**src/rtl/dmem_arbiter.sv**
```systemverilog
// dmem_arbiter: core/DMA data-memory port arbiter with ack wait and timeout abort; DMEM_ARB_RR_EN selects round-robin contention
module dmem_arbiter #(
    parameter int MAX_CORE_BURST = 4,
    parameter int TIMEOUT_CYCLES = 64
) (
    input  logic        clk,
    input  logic        reset,
    input  logic        core_req,
    input  logic        core_we,
    input  logic [2:0]  core_mode,
    input  logic [31:0] core_addr,
    input  logic [31:0] core_wdata,
    output logic [31:0] core_rdata,
    output logic        core_stall,
    input  logic        dma_req,
    input  logic        dma_we,
    input  logic [2:0]  dma_mode,
    input  logic [31:0] dma_addr,
    input  logic [31:0] dma_wdata,
    output logic [31:0] dma_rdata,
    output logic        dma_done,
    output logic        mem_req,
    output logic        mem_we,
    output logic [2:0]  mem_mode,
    output logic [31:0] mem_addr,
    output logic [31:0] mem_wdata,
    input  logic [31:0] mem_rdata,
    input  logic        mem_ack,
    output logic        bus_err
);
    typedef enum logic [1:0] {IDLE, CORE_BUSY, DMA_BUSY} state_t;
    state_t state, state_n;
    logic [7:0] tmo;
    logic [31:0] core_q;
    logic idle, abort, finish, grant_core, grant_dma;
    assign idle = state == IDLE;
    assign abort = !idle && !mem_ack && tmo == 8'(TIMEOUT_CYCLES - 1);
    assign finish = !idle && (mem_ack || abort);
`ifdef DMEM_ARB_RR_EN
    logic last_dma;
    assign grant_core = idle && core_req && (!dma_req || last_dma);
`else
    logic [3:0] burst;
    assign grant_core = idle && core_req && (!dma_req || burst < 4'(MAX_CORE_BURST));
`endif
    assign grant_dma = idle && dma_req && !grant_core;
    always_comb begin
        state_n = state;
        if (grant_core) state_n = CORE_BUSY;
        else if (grant_dma) state_n = DMA_BUSY;
        else if (finish) state_n = IDLE;
    end
    assign core_stall = core_req && !(state == CORE_BUSY && finish);
    // an aborted core access returns zero in the abort cycle
    assign core_rdata = state == CORE_BUSY && mem_ack ? mem_rdata :
                        state == CORE_BUSY && abort ? '0 : core_q;
    always_ff @(posedge clk) begin
        if (!reset) begin
            state <= IDLE;
            tmo <= '0;
            core_q <= '0;
            mem_req <= 1'b0;
            mem_we <= 1'b0;
            mem_mode <= '0;
            mem_addr <= '0;
            mem_wdata <= '0;
            dma_rdata <= '0;
            dma_done <= 1'b0;
            bus_err <= 1'b0;
`ifdef DMEM_ARB_RR_EN
            last_dma <= 1'b1;
`else
            burst <= '0;
`endif
        end else begin
            state <= state_n;
            dma_done <= state == DMA_BUSY && finish;
            bus_err <= bus_err || abort;
            tmo <= idle || finish ? '0 : tmo + 8'd1;
            if (grant_core || grant_dma) begin
                mem_req <= 1'b1;
                mem_we <= grant_core ? core_we : dma_we;
                mem_mode <= grant_core ? core_mode : dma_mode;
                mem_addr <= grant_core ? core_addr : dma_addr;
                mem_wdata <= grant_core ? core_wdata : dma_wdata;
            end else if (finish) begin
                mem_req <= 1'b0;
            end
            if (state == CORE_BUSY && finish) core_q <= abort ? '0 : mem_rdata;
            if (state == DMA_BUSY && (abort || mem_ack && !mem_we)) dma_rdata <= abort ? '0 : mem_rdata;
`ifdef DMEM_ARB_RR_EN
            if (grant_core || grant_dma) last_dma <= grant_dma;
`else
            if (grant_dma || idle && !dma_req) burst <= '0;
            else if (grant_core && dma_req && burst != 4'd15) burst <= burst + 4'd1;
`endif
        end
    end
endmodule

```
**config.mk**
```make
export PLATFORM = sky130hd
export DESIGN_NAME = dmem_arbiter
export DESIGN_NICKNAME = d
export VERILOG_FILES = /design/src/rtl/dmem_arbiter.sv
export SDC_FILE = /design/constraint.sdc
export NUM_CORES = 1
export LEC_CHECK = 0
export BUFFER_PORTS_ARGS = -buffer_cell sky130_fd_sc_hd__buf_2
export CORE_MARGIN = 1.5
export CORE_UTILIZATION = 25
export CTS_CLUSTER_SIZE = 14
export DETAILED_ROUTE_END_ITERATION = 16
export GPL_TIMING_DRIVEN = 0
export SLEW_MARGIN = 0
export SYNTH_ARGS = -nofsm -noshare
export SYNTH_HDL_FRONTEND = slang
export SYNTH_SLANG_ARGS = --single-unit
```
**constraint.sdc**
```tcl
create_clock -name clk -period 2 [get_ports clk]
set_clock_uncertainty 0.2 [all_clocks]
set_input_delay 0.2 -clock clk [delete_from_list [all_inputs] [get_ports clk]]
set_output_delay 0.2 -clock clk [all_outputs]
set_load 0.005 [all_outputs]
```
==> results of run 1 <==
==> cells by family (layout without fill, tap and decap cells) <==
kind of cell	count (synthesis)	count (layout)	synth area share, %
AO/OA/AOI/OAI	146	146	18.9
XOR/XNOR	6	6	0.835
adder cells (fa/ha/maj)	2	2	0.398
buffers and inverters	62	590	5.41
flip-flops	149	149	47.4
multiplexers	101	101	16.1
other	0	2	0
AND/OR/NAND/NOR	169	169	11.0
==> metal layers <==
metal  vias up  wire, microns  global-route usage [%]
met1      3159          10400                    21.5
met4         0            569                    6.80
li1       3328              -                       -
met2       318          11800                    31.0
met3        32           1740                    4.88
met5         -              0                       0
==> cell type report <==
type,instances,share of cell area (%)
Clock buffer,22,4.27
Antenna cell,2,0.0460
Tap cell,324,3.73
Inverter,5,0.173
Buffer,56,3.68
Sequential cell,149,27.5
Clock inverter,10,0.909
Timing Repair Buffer,497,31.9
Multi-Input combinational cell,424,27.8
==> flip-flops by register name, indices dropped and copies added, names as in the netlist <==
register / cells
core_q: 32
dma_rdata: 32
mem_addr: 32
mem_wdata: 32
tmo: 8
burst: 4
mem_mode: 3
state: 2
bus_err: 1
dma_done: 1
mem_req: 1
mem_we: 1
==> cell usage after synthesis (all sizes together) (5+ instances only) <==
| cell type | count | area [sq um] |
|---|---|---|
| nor2 | 83 | 312 |
| buf | 27 | 209 |
| a211oi | 68 | 510 |
| nand2 | 68 | 258 |
| dfxtp | 149 | 2980 |
| a22o | 64 | 561 |
| mux2i | 101 | 1010 |
| nand3 | 5 | 25.0 |
| inv | 5 | 18.8 |
| clkbuf | 30 | 113 |
| xor2 | 5 | 43.8 |
==> final timing paths <==
kind                                     from             end  slack, ns  depth (start not counted)
worst max-delay path                   tmo[0]  core_rdata[26]      -0.56                          8
worst min-delay path                    reset   dma_rdata[31]       0.10                          3
worst max register to register         tmo[0]   dma_rdata[25]      -0.16                          9
worst min register to register  dma_rdata[24]   dma_rdata[24]       0.26                          2
==> worst register-to-register path, stage by stage, from the launching register on <==
cell	delay, ns
dfxtp_4	0.36
ha_4	0.13
nor3b_4	0.24
buf_4	0.16
buf_6	0.10
nand2_4	0.05
o41ai_4	0.23
buf_6	0.25
buf_12	0.15
mux2i_2	0.22
==> power by group through the flow <==
| stage | combinational (mW) | sequential [mW] | clock, mW |
|---|---|---|---|
| finish | 1.65 | 3.31 | 3.12 |
| global route | 1.79 | 3.32 | 3.34 |
| CTS | 1.57 | 3.30 | 3.20 |
| detailed placement | 1.29 | 3.36 | 0 |
| global placement | 1.29 | 3.36 | 0 |
| floorplan | 0.673 | 3.36 | 0 |
==> stage by stage <==
step | setup WS (ns) | power [mW] | utilization [%]
3_3_place_gp | -0.439 | 4.65 | 33.6
6_report | -0.557 | 8.07 | 44.3
4_1_cts | -0.556 | 8.07 | 43.3
2_1_floorplan | -0.0223 | 4.03 | -
5_1_grt | -0.649 | 8.45 | 44.3
3_5_place_dp | -0.435 | 4.65 | 33.6
==> what timing repair did <==
action / CTS / global route
endpoints found under the setup margin: 163 / 135
setup buffers: 8 / 8
cloned: 0 / 6
hold buffers: 170 / 0
pin swaps: 5 / 5
hold endpoints to repair: 133 / 0
resized for setup: 21 / 36
==> run metrics, run 1 <==
CP cell instances=ha_4 -> nor3b_4 -> a21oi_4 -> or3_1 -> buf_6 -> buf_6 -> a22o_1 -> buf_2; PnR worst setup slack=-0.557 ns; Final period util=128%; Seq pwr share=40.9%; Total GRT Usage=~18%; Final Hold Fails=0; Post-Layout Inst Area=0.0109 sq mm; placed cell count=~1300; Layout Nets=1325; Max IR drop VDD=422 uV; largest net degree at the start of global routing=17; Worst path most repeated cell=buf_6; Clock Sinks=between 100 and 150; Crit path required time=1.60 ns; Net Sw Frac=27.6%; GPL Wtd Cong=between 0.8 and 0.9; number of I/O pins=309; vias per cell=around 4.6; f_max=a little under 0.4 GHz; RSZ-0062 raised after global routing=yes; number of global-route vias before repair=7036; clock-pin transition on the worst setup and hold timing paths=0.06 ns; DP Area=0.00825 sq mm; ys async rst share=0%; final setup fails=97; WP buf/inv=3; critical path class=flip-flop to primary output; TritonCTS clock tree=yes; WL final=24500 microns; Leak=5.00 nW; Reg area=roughly 0.003 sq mm; Slowest-stage cell, CP=dfxtp_4; fill cell count=2278; Int Power=5.85 mW; Clock Power Share=38.6%; Pwr Density=743 mW/mm^2; DR pass1 iterations=5; Synth cell types=34; Longest Clk Path Bufs=2; setup_tns=-22.27 ns; Cell Count, Final, Fillers Out=1489; FF+latch count, synth=149; Slowest Stage Delay on Critical Path=0.36 ns; mapped cell area=0.00629 sq mm; Overflow after GRT=0; core area=approximately 0.025 sq mm; DR DRC count=0; global-route wire length before repair=37500 microns; logic gate share of total power=20.5%; top_reg_cell synth=dfxtp_1; critical path's top delay family=simple AND/OR/NAND/NOR gates; Synthesized Nets=around 800; CP startpoint kind=flip-flop; worst-path fanout max=10; root buf cell=clkbuf_16; hold_ws=about 0.10 ns; sw power=2.22 mW; Initial Util=between 20% and 30%; Slew @ Worst Pin=0.681 ns; register area share after synthesis=47.4%; layout cells sized above 1=35.3%; Port Buffer Count=307; Worst EP arrival=approximately 2.2 ns; drt wl/cell=16.4 microns; violated checks=setup timing; commonest non-fill, non-tap cells in the layout=buf_2 (313), dlygate4sd3_1 (170), dfxtp_1 (143); Die X=162 microns; Post-synth EDFFs=0; Max Cap Viol=0; area of the multi-input gates=0.00302 sq mm; crit end category=primary output; layout overhead on the synthesized area=72.9%; slew margin rel.=between 50% and 60%; Starting DRT DRC Count=363; Clock Latency Late Sink=0.41 ns; mean cell area of the mapped netlist=9.91 sq um; htree depth=4; post-route ant nets=0; Worst Hold Class=input pin to flip-flop; status=finished, violations left; die area=~0.026 sq mm; Ys Warns=0; via count=6837; DP HPWL=15600 microns; total CTS buffers=17; initial antenna violation count=2; Slew Viols, Final=0; Post-Synthesis Cells=635; die height=162 microns; row count=57; commonest non-fill, non-tap cell in the layout=buf_2; Final Critical Period=2.56 ns
No activity file was read; power rests on OpenSTA's default activity.
==> run 2: changes to the inputs <==
==> constraint.sdc (replaced) <==
create_clock -name clk -period 3.1 [get_ports clk]
set_clock_uncertainty 0.2 [all_clocks]
set_input_delay 0.31 -clock clk [delete_from_list [all_inputs] [get_ports clk]]
set_output_delay 0.31 -clock clk [all_outputs]
set_load 0.005 [all_outputs]
==> run 2 against run 1 <==
The run now ends clean. Wire length shrank 12%. Final cell count fell by 6.2%. Worst setup slack better by 0.72 ns. Sequential cell count stayed put. Combinational power is 44% lower. Non-clock buffer count fell by 91. Highest routed layer unchanged. First-iteration DRC count shrank 14%. Clock power shrank 31%. Critical path depth is the same. Sequential share of layout area increased by 2.8 points. Hold slack lost 0.082 ns.
==> run metrics, run 2 (synthesized netlist as in run 1, its figures left out) <==
status=complete, no violations; sw power=1.41 mW; Overflow after GRT=0; Final Critical Period=between 2 and 3 ns; Worst Hold Class=input pin to flip-flop; DR DRC count=0; Seq pwr share=between 40% and 50%; WL final=21500 microns; Initial Util=about a quarter; Post-CTS Setup Inserts=0; TritonCTS clock tree=yes; Port Buffer Count=approximately 310; Clock Latency Late Sink=approximately 0.42 ns; total CTS buffers=17; Crit path required time=2.59 ns; die area=0.0261 sq mm; Total GRT Usage=16.2%; grt met3 use=4.01%; Die X=162 microns; Leak=4.53 nW; commonest non-fill, non-tap cells in the layout=buf_2 (318), dfxtp_1 (148), mux2i_1 (101); Worst path most repeated cell=buf_2; Clock Sinks=about 150; met2 usage=28.0%; Clock Power Share=about two fifths; Slowest Stage Delay on Critical Path=0.41 ns; DR pass1 iterations=4; RSZ-0062 raised after global routing=no; pre-CTS setup slack=0.490 ns; Worst EP arrival=2.42 ns; post-route ant nets=0; PnR worst setup slack=0.165 ns; Layout Nets=1234; CP startpoint kind=flip-flop; Top Usage Layer GRT=met2; Slew Viols, Final=0; f_max=0.341 GHz; via count=6294; Pwr Density=529 mW/mm^2; GPL Wtd Cong=0.788; layout cells sized above 1=34.8%; final setup fails=0; drt wl/cell=15.4 microns; DP HPWL=15400 microns; Longest Clk Path Bufs=2; global-route wire length before repair=around 33000 microns; Final period util=94.7%; Slew @ Worst Pin=0.641 ns; number of I/O pins=309; die height=between 150 and 200 microns; Int Power=3.79 mW; largest net degree at the start of global routing=17; Starting DRT DRC Count=between 300 and 400; htree depth=4; CP cell instances=ha_4 -> nor3b_4 -> a21oi_2 -> or3_1 -> buf_2 -> buf_6 -> a22o_1 -> buf_2; worst-path fanout max=10; Net Sw Frac=about 27%; Power Total=5.20 mW; core area=0.0245 sq mm; Max IR drop VDD=between 200 and 300 uV; crit end category=primary output; setup_tns=0 ns; logic gate share of total power=17.8%; layout overhead on the synthesized area=56.4%; Slowest-stage cell, CP=dfxtp_1; critical path class=flip-flop to primary output; Max Cap Viol=0; Final Hold Fails=0; met1 GRT Util=19.7%; initial antenna violation count=0; vias per cell=between 4 and 5; commonest non-fill, non-tap cell in the layout=buf_2; clock-pin transition on the worst setup and hold timing paths=0.07 ns; slew margin rel.=between 50% and 60%; root buf cell=clkbuf_16; worst reg2reg setup slack=0.82 ns; row count=57; number of global-route vias before repair=roughly 6400
## run 2: cell count changes in the layout (fill, tap and decap cells not counted), sizes merged
cell | before | now
inv | 6 | 9
clkbuf | 56 | 50
clkinvlp | 5 | 2
dlygate4sd3 | 170 | 98
buf | 349 | 334
bufinv | 1 | 2
clkinv | 3 | 4
diode | 2 | 1
## run 2: what timing repair did
action / in CTS / in global routing
hold endpoints to repair: 130 / 0
hold buffers: 98 / 0
gates resized for setup: 0 / 3
endpoints found under the setup margin: 0 / 30
## run 2: stage by stage
| stage | std cells | util (%) | hold WS, ns | instance area [sq um] |
|---|---|---|---|---|
| global placement | 1266 | 33.6 | 0.240 | 8230 |
| global route | 1396 | 40.1 | 0.0155 | 9840 |
| floorplan | 635 | - | 0.242 | 6290 |
| CTS | 1396 | 40.0 | 0.00162 | 9820 |
| finish | 1397 | 40.1 | 0.0219 | 9840 |
| detailed placement | 1266 | 33.6 | 0.243 | 8230 |
## run 2: worst paths after layout
path	from	to	depth (start not counted)
max	tmo[1]	core_rdata[22]	8
min	dma_addr[9]	mem_addr[9]	3
max reg2reg	state[0]	mem_wdata[18]	5
min reg2reg	dma_rdata[15]	dma_rdata[15]	2
## run 2: final cells by class
| class | instances | area, sq um |
|---|---|---|
| Tap cell | 324 | 405 |
| Timing Repair Buffer | 405 | 2520 |
| Fill cell | 2428 | 14700 |
| Multi-Input combinational cell | 424 | 2980 |
| Sequential cell | 149 | 2980 |
| Clock inverter | 12 | 144 |
| Clock buffer | 20 | 467 |
| Antenna cell | 1 | 2.50 |
| Buffer | 57 | 322 |
| Inverter | 5 | 18.8 |
## run 2: power by group through the flow
stage	Clock (mW)	Sequential, mW	Combinational, mW
floorplan	0	2.17	0.433
global placement	0	2.16	0.833
detailed placement	0	2.16	0.839
CTS	2.23	2.12	0.936
global route	2.30	2.14	1.02
finish	2.15	2.13	0.928
## run 2: per-layer routing
layer | share of wire, % | vias to the layer above
met5 | 0 | -
met4 | 1.5 | 0
met3 | 6.3 | 19
met2 | 47 | 257
met1 | 45 | 2884
li1 | - | 3134
## run 2: worst max-delay path, delay by kind of cell, from the launching register on
family                     cells  cell delay, ns
and+or+nand+nor                2            0.59
buffers and inverters          3            0.48
DFF                            1            0.41
AOI/OAI and AO/OA              2            0.35
adders and majority gates      1            0.18
==> run 3: changes to the inputs <==
==> constraint.sdc (replaced) <==
create_clock -name clk -period 3.25 [get_ports clk]
set_clock_uncertainty 0.2 [all_clocks]
set_input_delay 0.325 -clock clk [delete_from_list [all_inputs] [get_ports clk]]
set_output_delay 0.325 -clock clk [all_outputs]
set_load 0.005 [all_outputs]
==> run 3 against run 2 <==
Sequential cell count unchanged. Worst setup slack improved by 0.039 ns. Final cell count decreased by 0.29%. Sequential power decreased by 5%. Sequential share of layout area increased by 0.13 points. Critical path depth unchanged. Largest power group unchanged.
==> run metrics, run 3 (synthesized netlist as in run 1, its figures left out) <==
Final Critical Period=3.05 ns; critical path class=flip-flop to primary output; CTS resizes=0; area of the multi-input gates=0.00297 sq mm; Crit path required time=around 2.7 ns; global-route wire length before repair=between 30000 and 40000 microns; Leak=4.52 nW; Pwr Density=507 mW/mm^2; row count=57; number of I/O pins=309; Layout Nets=1231; hold_ws=0.0238 ns; drt wl/cell=15.4 microns; Die X=162 microns; post-route ant nets=0; total CTS buffers=17; Initial Util=25.6%; Slew @ Worst Pin=0.678 ns; Net Sw Frac=a little over a quarter; Clock Power Share=41.4%; DR pass1 iterations=5; die area=0.0261 sq mm; clock-pin transition on the worst setup and hold timing paths=0.06 ns; layout overhead on the synthesized area=55.7%; setup_tns=0 ns; commonest non-fill, non-tap cell in the layout=buf_2; status=complete, no violations; Final Hold Fails=0; layout cells sized above 1=about a third; commonest non-fill, non-tap cells in the layout=buf_2 (318), dfxtp_1 (149), mux2i_1 (101); antenna cells=0; Slew Viols, Final=0; final setup fails=0; RSZ-0062 raised after global routing=no; Longest Clk Path Bufs=2; Clock Sinks=approximately 150; Total GRT Usage=16.1%; Starting DRT DRC Count=325; die height=162 microns; r2r worst-path depth=6; vias per cell=4.52; Clock Latency Late Sink=0.41 ns; Hold Path Depth=3; CP startpoint kind=flip-flop; htree depth=4; largest net degree at the start of global routing=17; core area=about 0.025 sq mm; Reg area=0.00298 sq mm; number of global-route vias before repair=approximately 6400; initial antenna violation count=0; Worst EP arrival=roughly 2.5 ns; Port Buffer Count=307; via count=6303; Seq pwr share=between 40% and 50%; root buf cell=clkbuf_16; crit end category=primary output; fill cell count=about 2400; Int Power=about 3.6 mW; Worst Hold Class=input pin to flip-flop; GPL Wtd Cong=just under 0.8; slew margin rel.=a little over half; WL final=21500 microns; Power Total=4.96 mW; sw power=1.35 mW; Final period util=93.7%; logic gate share of total power=17.8%; TritonCTS clock tree=yes; DR DRC count=0; f_max=0.328 GHz; Max Cap Viol=0; Overflow after GRT=0; Max IR drop VDD=270 uV; DP HPWL=15400 microns; worst-path fanout max=10
-- run 3: worst paths after layout --
kind	to	slack, ns	startpoint
max reg2reg	dma_rdata[28]	0.91	tmo[0]
min reg2reg	dma_rdata[27]	0.25	dma_rdata[27]
max	core_rdata[22]	0.20	tmo[0]
min	mem_wdata[18]	0.02	core_wdata[18]
-- run 3: layer usage --
metal / up-vias / share of wire (%) / routed length [microns] / track usage [%]
met5: - / 0 / 0 / 0
met4: 0 / 1.5 / 329 / 4.92
met3: 19 / 6.2 / 1340 / 4.11
met2: 247 / 47 / 10200 / 27.9
met1: 2913 / 45 / 9660 / 19.6
li1: 3124 / - / - / -
-- run 3: timing repair --
| item | CTS | global route |
|---|---|---|
| hold endpoints to repair | 127 | 0 |
| buffers inserted | 0 | 0 |
| hold buffers | 95 | 0 |
-- run 3: cell type report --
cell class,instances,area share (%)
clock inverters,12,1.47
plain buffers,57,3.28
repair buffers,402,25.4
inverters,5,0.192
well taps,324,4.14
clock buffers,20,4.76
multi-input cells,424,30.3
flip-flops and latches,149,30.5
-- run 3: per-stage QoR --
step | instance area [sq um] | util (%) | cells | setup WS [ns]
after CTS | 9790 | 39.9 | 1393 | 0.153
after global routing | 9790 | 39.9 | 1393 | 0.0151
after detailed placement | 8230 | 33.6 | 1266 | 0.625
after global placement | 8230 | 33.6 | 1266 | 0.605
final | 9790 | 39.9 | 1393 | 0.204
after floorplan | 6290 | - | 635 | 0.989
-- run 3: power by group through the flow --
stage	sequential (mW)	combinational [mW]	clock, mW
floorplan	2.07	0.413	0
global placement	2.06	0.795	0
detailed placement	2.06	0.800	0
CTS	2.03	0.890	2.12
global route	2.04	0.969	2.19
finish	2.03	0.883	2.05
-- run 3: critical path, stage by stage, from the launching register on --
cell     delay (ns)
dfxtp_1        0.39
ha_1           0.26
nor3b_4        0.30
a21oi_2        0.15
or3_1          0.32
buf_2          0.19
buf_6          0.16
a22o_1         0.20
buf_2          0.13
